==> src/rtl/fsim_pkg.sv <==
// Shared types for the serial stuck-at fault simulation sequencer.
// Holds the FSM state encoding and the fault-list record layout.
package fsim_pkg;

    localparam int FID_W_DFLT = 8;

    typedef enum logic [3:0] {
        IDLE,
        FRD,
        FCAP,
        TRD,
        TCAP,
        WAIT,
        CMP,
        FEND,
        REMOVE,
        FDONE
    } state_e;

    typedef struct packed {
        logic [FID_W_DFLT-1:0] fid;
        logic                  sa;
    } flt_rec_t;

endpackage

==> src/rtl/fault_sim_sequencer.sv <==
// Serial stuck-at fault simulation sequencer: walks faults, then vectors,
// comparing golden and fault-injected outputs with early exit on detection.
module fault_sim_sequencer
    import fsim_pkg::*;
#(
    parameter int NUM_PI = 3,
    parameter int NUM_PO = 6,
    parameter int FLT_AW = 8,
    parameter int TV_AW  = 8,
    parameter int FID_W  = FID_W_DFLT,
    parameter int SETTLE = 2
) (
    input  logic              clk,
    input  logic              rst,
    input  logic              start,
    input  logic [FLT_AW:0]   num_faults,
    input  logic [TV_AW:0]    num_vectors,
    output logic [FLT_AW-1:0] flt_addr,
    input  logic [FID_W:0]    flt_rdata,
    output logic [TV_AW-1:0]  tv_addr,
    input  logic [NUM_PI-1:0] tv_rdata,
    output logic [NUM_PI-1:0] pi_vec,
    output logic              inj_en,
    output logic [FID_W-1:0]  inj_id,
    output logic              inj_val,
    input  logic [NUM_PO-1:0] good_po,
    input  logic [NUM_PO-1:0] fault_po,
    output logic              res_valid,
    output logic              res_det,
    output logic [TV_AW-1:0]  res_tv,
    output logic [FLT_AW:0]   fault_cnt,
    output logic [FLT_AW:0]   det_cnt,
    output logic              busy,
    output logic              done
);

    localparam int FW = FLT_AW + 1;
    localparam int TW = TV_AW + 1;
    localparam int SW = $clog2(SETTLE + 1);

    state_e              state_q, state_d;
    logic [FW-1:0]       nf_q, nf_d;
    logic [TW-1:0]       nv_q, nv_d;
    logic [FW-1:0]       fi_q, fi_d;
    logic [TW-1:0]       ti_q, ti_d;
    logic [SW-1:0]       settle_q, settle_d;
    logic [NUM_PI-1:0]   pi_q, pi_d;
    logic                inj_en_q, inj_en_d;
    logic [FID_W-1:0]    inj_id_q, inj_id_d;
    logic                inj_val_q, inj_val_d;
    logic                det_q, det_d;
    logic [TV_AW-1:0]    res_tv_q, res_tv_d;
    logic [FW-1:0]       fcnt_q, fcnt_d;
    logic [FW-1:0]       dcnt_q, dcnt_d;
    logic                done_q, done_d;

    // State and datapath registers; reset aborts any run in flight
    always_ff @(posedge clk or posedge rst) begin
        if (rst) begin
            state_q   <= IDLE;
            nf_q      <= '0;
            nv_q      <= '0;
            fi_q      <= '0;
            ti_q      <= '0;
            settle_q  <= '0;
            pi_q      <= '0;
            inj_en_q  <= 1'b0;
            inj_id_q  <= '0;
            inj_val_q <= 1'b0;
            det_q     <= 1'b0;
            res_tv_q  <= '0;
            fcnt_q    <= '0;
            dcnt_q    <= '0;
            done_q    <= 1'b0;
        end else begin
            state_q   <= state_d;
            nf_q      <= nf_d;
            nv_q      <= nv_d;
            fi_q      <= fi_d;
            ti_q      <= ti_d;
            settle_q  <= settle_d;
            pi_q      <= pi_d;
            inj_en_q  <= inj_en_d;
            inj_id_q  <= inj_id_d;
            inj_val_q <= inj_val_d;
            det_q     <= det_d;
            res_tv_q  <= res_tv_d;
            fcnt_q    <= fcnt_d;
            dcnt_q    <= dcnt_d;
            done_q    <= done_d;
        end
    end

    // Next-state and datapath update; last clean vector exits straight to FEND
    always_comb begin
        state_d   = state_q;
        nf_d      = nf_q;
        nv_d      = nv_q;
        fi_d      = fi_q;
        ti_d      = ti_q;
        settle_d  = settle_q;
        pi_d      = pi_q;
        inj_en_d  = inj_en_q;
        inj_id_d  = inj_id_q;
        inj_val_d = inj_val_q;
        det_d     = det_q;
        res_tv_d  = res_tv_q;
        fcnt_d    = fcnt_q;
        dcnt_d    = dcnt_q;
        done_d    = done_q;
        unique case (state_q)
            IDLE: begin
                if (start) begin
                    nf_d   = num_faults;
                    nv_d   = num_vectors;
                    fi_d   = '0;
                    ti_d   = '0;
                    fcnt_d = '0;
                    dcnt_d = '0;
                    done_d = 1'b0;
                    state_d = (num_faults == '0) ? FDONE : FRD;
                end
            end
            FRD: state_d = FCAP;
            FCAP: begin
                inj_id_d  = flt_rdata[FID_W:1];
                inj_val_d = flt_rdata[0];
                inj_en_d  = 1'b1;
                det_d     = 1'b0;
                state_d   = TRD;
            end
            TRD: state_d = (ti_q == nv_q) ? FEND : TCAP;
            TCAP: begin
                pi_d     = tv_rdata;
                settle_d = '0;
                state_d  = WAIT;
            end
            WAIT: begin
                if (settle_q == SW'(SETTLE - 1)) begin
                    state_d = CMP;
                end else begin
                    settle_d = settle_q + SW'(1);
                end
            end
            CMP: begin
                if (good_po != fault_po) begin
                    det_d    = 1'b1;
                    res_tv_d = ti_q[TV_AW-1:0];
                    state_d  = FEND;
                end else if (ti_q + TW'(1) == nv_q) begin
                    state_d = FEND;
                end else begin
                    ti_d    = ti_q + TW'(1);
                    state_d = TRD;
                end
            end
            FEND: begin
                fcnt_d   = fcnt_q + FW'(1);
                dcnt_d   = dcnt_q + FW'(det_q);
                inj_en_d = 1'b0;
                ti_d     = '0;
                if (fi_q + FW'(1) == nf_q) begin
                    state_d = FDONE;
                end else begin
                    fi_d    = fi_q + FW'(1);
                    state_d = REMOVE;
                end
            end
            REMOVE: state_d = FRD;
            FDONE: begin
                done_d  = 1'b1;
                state_d = IDLE;
            end
            default: state_d = IDLE;
        endcase
    end

    assign flt_addr  = fi_q[FLT_AW-1:0];
    assign tv_addr   = ti_q[TV_AW-1:0];
    assign pi_vec    = pi_q;
    assign inj_en    = inj_en_q;
    assign inj_id    = inj_id_q;
    assign inj_val   = inj_val_q;
    assign res_valid = (state_q == FEND);
    assign res_det   = res_valid & det_q;
    assign res_tv    = res_tv_q;
    assign fault_cnt = fcnt_q;
    assign det_cnt   = dcnt_q;
    assign busy      = (state_q != IDLE);
    assign done      = done_q;

endmodule
==> config.mk <==
export PLATFORM = sky130hd
export DESIGN_NAME = fault_sim_sequencer
export DESIGN_NICKNAME = d
export VERILOG_FILES = /design/src/rtl/fsim_pkg.sv /design/src/rtl/fault_sim_sequencer.sv
export SDC_FILE = /design/constraint.sdc
export NUM_CORES = 1
export LEC_CHECK = 0
export ABC_CLOCK_PERIOD_IN_PS = 3540
export CELL_PAD_IN_SITES_DETAIL_PLACEMENT = 0
export CELL_PAD_IN_SITES_GLOBAL_PLACEMENT = 1
export CORE_AREA = 5 5 139 108
export CTS_CLUSTER_SIZE = 25
export DETAILED_ROUTE_END_ITERATION = 16
export DIE_AREA = 0 0 144 113
export GPL_TIMING_DRIVEN = 0
export PLACE_DENSITY = 0.75
export SETUP_SLACK_MARGIN = 0.3
export SLEW_MARGIN = 10
export SYNTH_ARGS = -nofsm -noshare
export SYNTH_HDL_FRONTEND = slang
export SYNTH_SLANG_ARGS = --single-unit
==> constraint.sdc <==
create_clock -name clk -period 3.54 [get_ports clk]
set_clock_uncertainty 0.1 [all_clocks]
set_input_delay 0.531 -clock clk [delete_from_list [all_inputs] [get_ports clk]]
set_output_delay 0.531 -clock clk [all_outputs]
set_load 0.02 [all_outputs]
==> key figures <==
Power and ir drop
  – Comb pwr share: 46.4%
  – Internal power: around 0.003 W
  – Psw: 0.00189 W
  – PwrDens: 780 nW/um^2
  – Sw Share: 38.7%
  – Reg power frac: ~32%
  – Clock Power Share: 21.3%
  – VDD IR max: 0.000421 V
  – Leak pwr: 2.75 nW

Detailed routing
  – Vias: ~3900
  – DRT Wirelength: 12600 um
  – DRT antenna net count: 0
  – Initial drt markers: 162
  – Drt first pass iters: 4
  – Vias/cell: 5.10
  – Drt drc: 0
  – Avg WL per Cell: 16.4 um

Clocking
  – Clock transition at path regs: ~60 ps
  – Worst-Skew Late Latency: between 300 and 400 ps
  – CTS tree: built
  – H-tree levels: 3
  – # Post-CTS Setup Buffers: 0
  – TritonCTS Sinks: 83
  – Total CTS buffers: 9
  – Clk buf depth: 2
  – Root Driver: clkbuf_16

Placed design
  – GP Congestion: 0.864
  – Placed inst area: 5900 um^2
  – Post-detail-place hpwl: 9420 um
  – IO Port Bufs: roughly 100
  – Dpl cells: about 760

GRT
  – Vias in the first global route: 4055
  – Total grt overflow: 0
  – Initial antenna violation count: 0
  – Total GRT Usage: 15.6%
  – First-pass GRT wire length: 20400 um
  – Largest net degree at the start of global routing: 63

STA
  – Slew headroom: 46.7%
  – RSZ-0062 raised after global routing: yes
  – Final setup vio count: 0
  – Hold Vio Cnt, Final: 0
  – Slew Limit Fails: 0
  – Final period util: ~87%
  – Min Clock Period, post-route: between 3000 and 4000 ps
  – Worst Max-Slew Pin Slew: 795 ps
  – Max Freq: between 0.3 and 0.4 GHz

Synthesis
  – Synth Warn #: 0
  – Post-synth EDFFs: 0
  – Synth top area cells: dfrtp_1 45%, nand2_1 7.2%, mux2_2 5.4%, xnor2_1 3.6%, mux2i_1 2.8%
  – Mapped Nets: 527
  – Cells after Synth: approximately 480
  – Avg Inst Size Synth: 9.70 um^2
  – Synth Register Bits: 83
  – Synth Flop Type: dfrtp_1
  – Synth top area share: 45.0%
  – Synth area leader: dfrtp_1
  – Mapped cell area: 4620 um^2
  – Yosys cell types: 55
  – Sequential area share after synthesis: 45.0%
  – Async S/R FF share, synth: 100%

Layout
  – Design area: approximately 6300 um^2
  – Share of cells above drive strength 1: about 14%
  – Commonest non-fill, non-tap cell in the layout: clkdlybuf4s50_1
  – Synthesis-to-finish area growth: 35.6%
  – Layout Nets: around 640
  – Post-layout util: between 40% and 50%
  – Fillers: 1264
  – Commonest non-fill, non-tap cells in the layout: 102 x clkdlybuf4s50_1, 89 x nand2_1, 83 x dfrtp_1
  – # diodes: 0
  – Non-filler instance count after layout: 771

Die
  – Initial Util: approximately a third
  – Die ar.: 16300 um^2
  – Die width: 144 um
  – Height of the die: 113 um
  – # rows: 37
  – I/O pins: 104
  – Core area: around 13000 um^2

Setup path
  – Worst path required time: 3660 ps
  – Worst-case reg-to-reg path depth: 7
  – Critical-path maximum fanout: 10
  – Startpoint types: flip-flop
  – Crit. End Element: flip-flop
  – Crit path kind: flip-flop to flip-flop
  – WP data arrival: between 3000 and 4000 ps

Outcome
  – Status: finished clean

Hold path
  – WHS Path Cells: 1
  – Worst hold path type: flip-flop to flip-flop

Job
  – Maximum Capacitance Violations: 0
metal layers:
layer	GRT usage, %	up-vias	routed length, um
met5	0	-	0
met4	4.33	0	215
met3	4.48	23	893
met2	24.3	139	5780
met1	21.3	1896	5730
li1	-	1877	-
critical path, stage by stage, from the launching register on:
cell and delay [ps]:
dfrtp_1 480, ha_1 350, nand4_1 160, or3_1 370, a211oi_1 380, o2111ai_2 380
nand3_1 370, mux2_2 370
sequential cells by signal, indices dropped and copies added (netlist names), 2 cells and up:
register / cells
det_cnt: 9
fault_cnt: 9
fi_q: 9
nf_q: 9
nv_q: 9
ti_q: 9
inj_id: 8
res_tv: 8
state_q: 4
pi_vec: 3
settle_q: 2
synthesized netlist by cell type (all sizes together) (2+ instances only):
library cell,instances
or3,7
and3,5
o22ai,2
clkbuf,15
inv,15
a22o,3
a21o,2
nor2b,9
buf,25
a31oi,3
nand4b,2
nand3,21
and4,4
o31a,2
dfrtp,83
o2111ai,3
o221ai,7
o2bb2ai,3
nor3,7
xnor2,20
o32ai,2
nand4,10
o211ai,2
o31ai,3
nand2,89
ha,6
mux2i,13
or4,2
nor3b,4
nand2b,2
nor4,4
a22oi,2
nor2,23
o21ai,16
mux2,24
a21oi,14
xor2,12
layout make-up:
class / instances / area, um^2 / area share, %
clock buffers: 12 / 256 / 4.10
multi-input cells: 338 / 2260 / 36.1
flip-flops and latches: 83 / 2080 / 33.2
well taps: 175 / 219 / 3.50
inverters: 15 / 58.8 / 0.940
repair buffers: 104 / 1060 / 17.0
clock inverters: 4 / 72.6 / 1.16
plain buffers: 40 / 251 / 4.02
metrics by stage:
stage               worst slack (ps)  TNS, ps  hold WS (ps)  power, W
floorplan                        763        0           357   0.00303
global placement                -694   -56890           361   0.00379
detailed placement             -57.7     -227           369   0.00385
CTS                              297        0           383   0.00492
global route                     206        0           410   0.00520
finish                           458        0           374   0.00488
power by group through the flow:
stage	logic (W)	registers (W)	clock network, W
floorplan	0.00136	0.00167	0
global placement	0.00221	0.00157	0
detailed placement	0.00226	0.00159	0
CTS	0.00228	0.00157	0.00106
global route	0.00248	0.00163	0.00109
finish	0.00226	0.00158	0.00104
cell families after synthesis:
family | count (synthesis) | share of synthesized area [%]
mux | 37 | 8.84
simple gates | 195 | 20.4
fa+ha+maj | 6 | 1.63
buf+inv | 55 | 6.56
xor+xnor | 32 | 6.23
compound gates | 68 | 11.4
flops | 83 | 45.0
final timing paths:
check	slack, ps	end	from
max	460	ti_q[0]	ti_q[0]
min	370	inj_en	inj_en
max reg2reg	460	ti_q[0]	ti_q[0]
min reg2reg	370	inj_en	inj_en
max in group asynchronous	2310	ti_q[8]	rst
min in group asynchronous	410	det_cnt[0]	rst
repair_timing:
item	in CTS	in global routing
pin swaps	0	0
resized for setup	5	4
gates cloned	0	0
setup endpoints to repair	3	17
hold buffers	0	0
No activity file was read; power rests on OpenSTA's default activity.
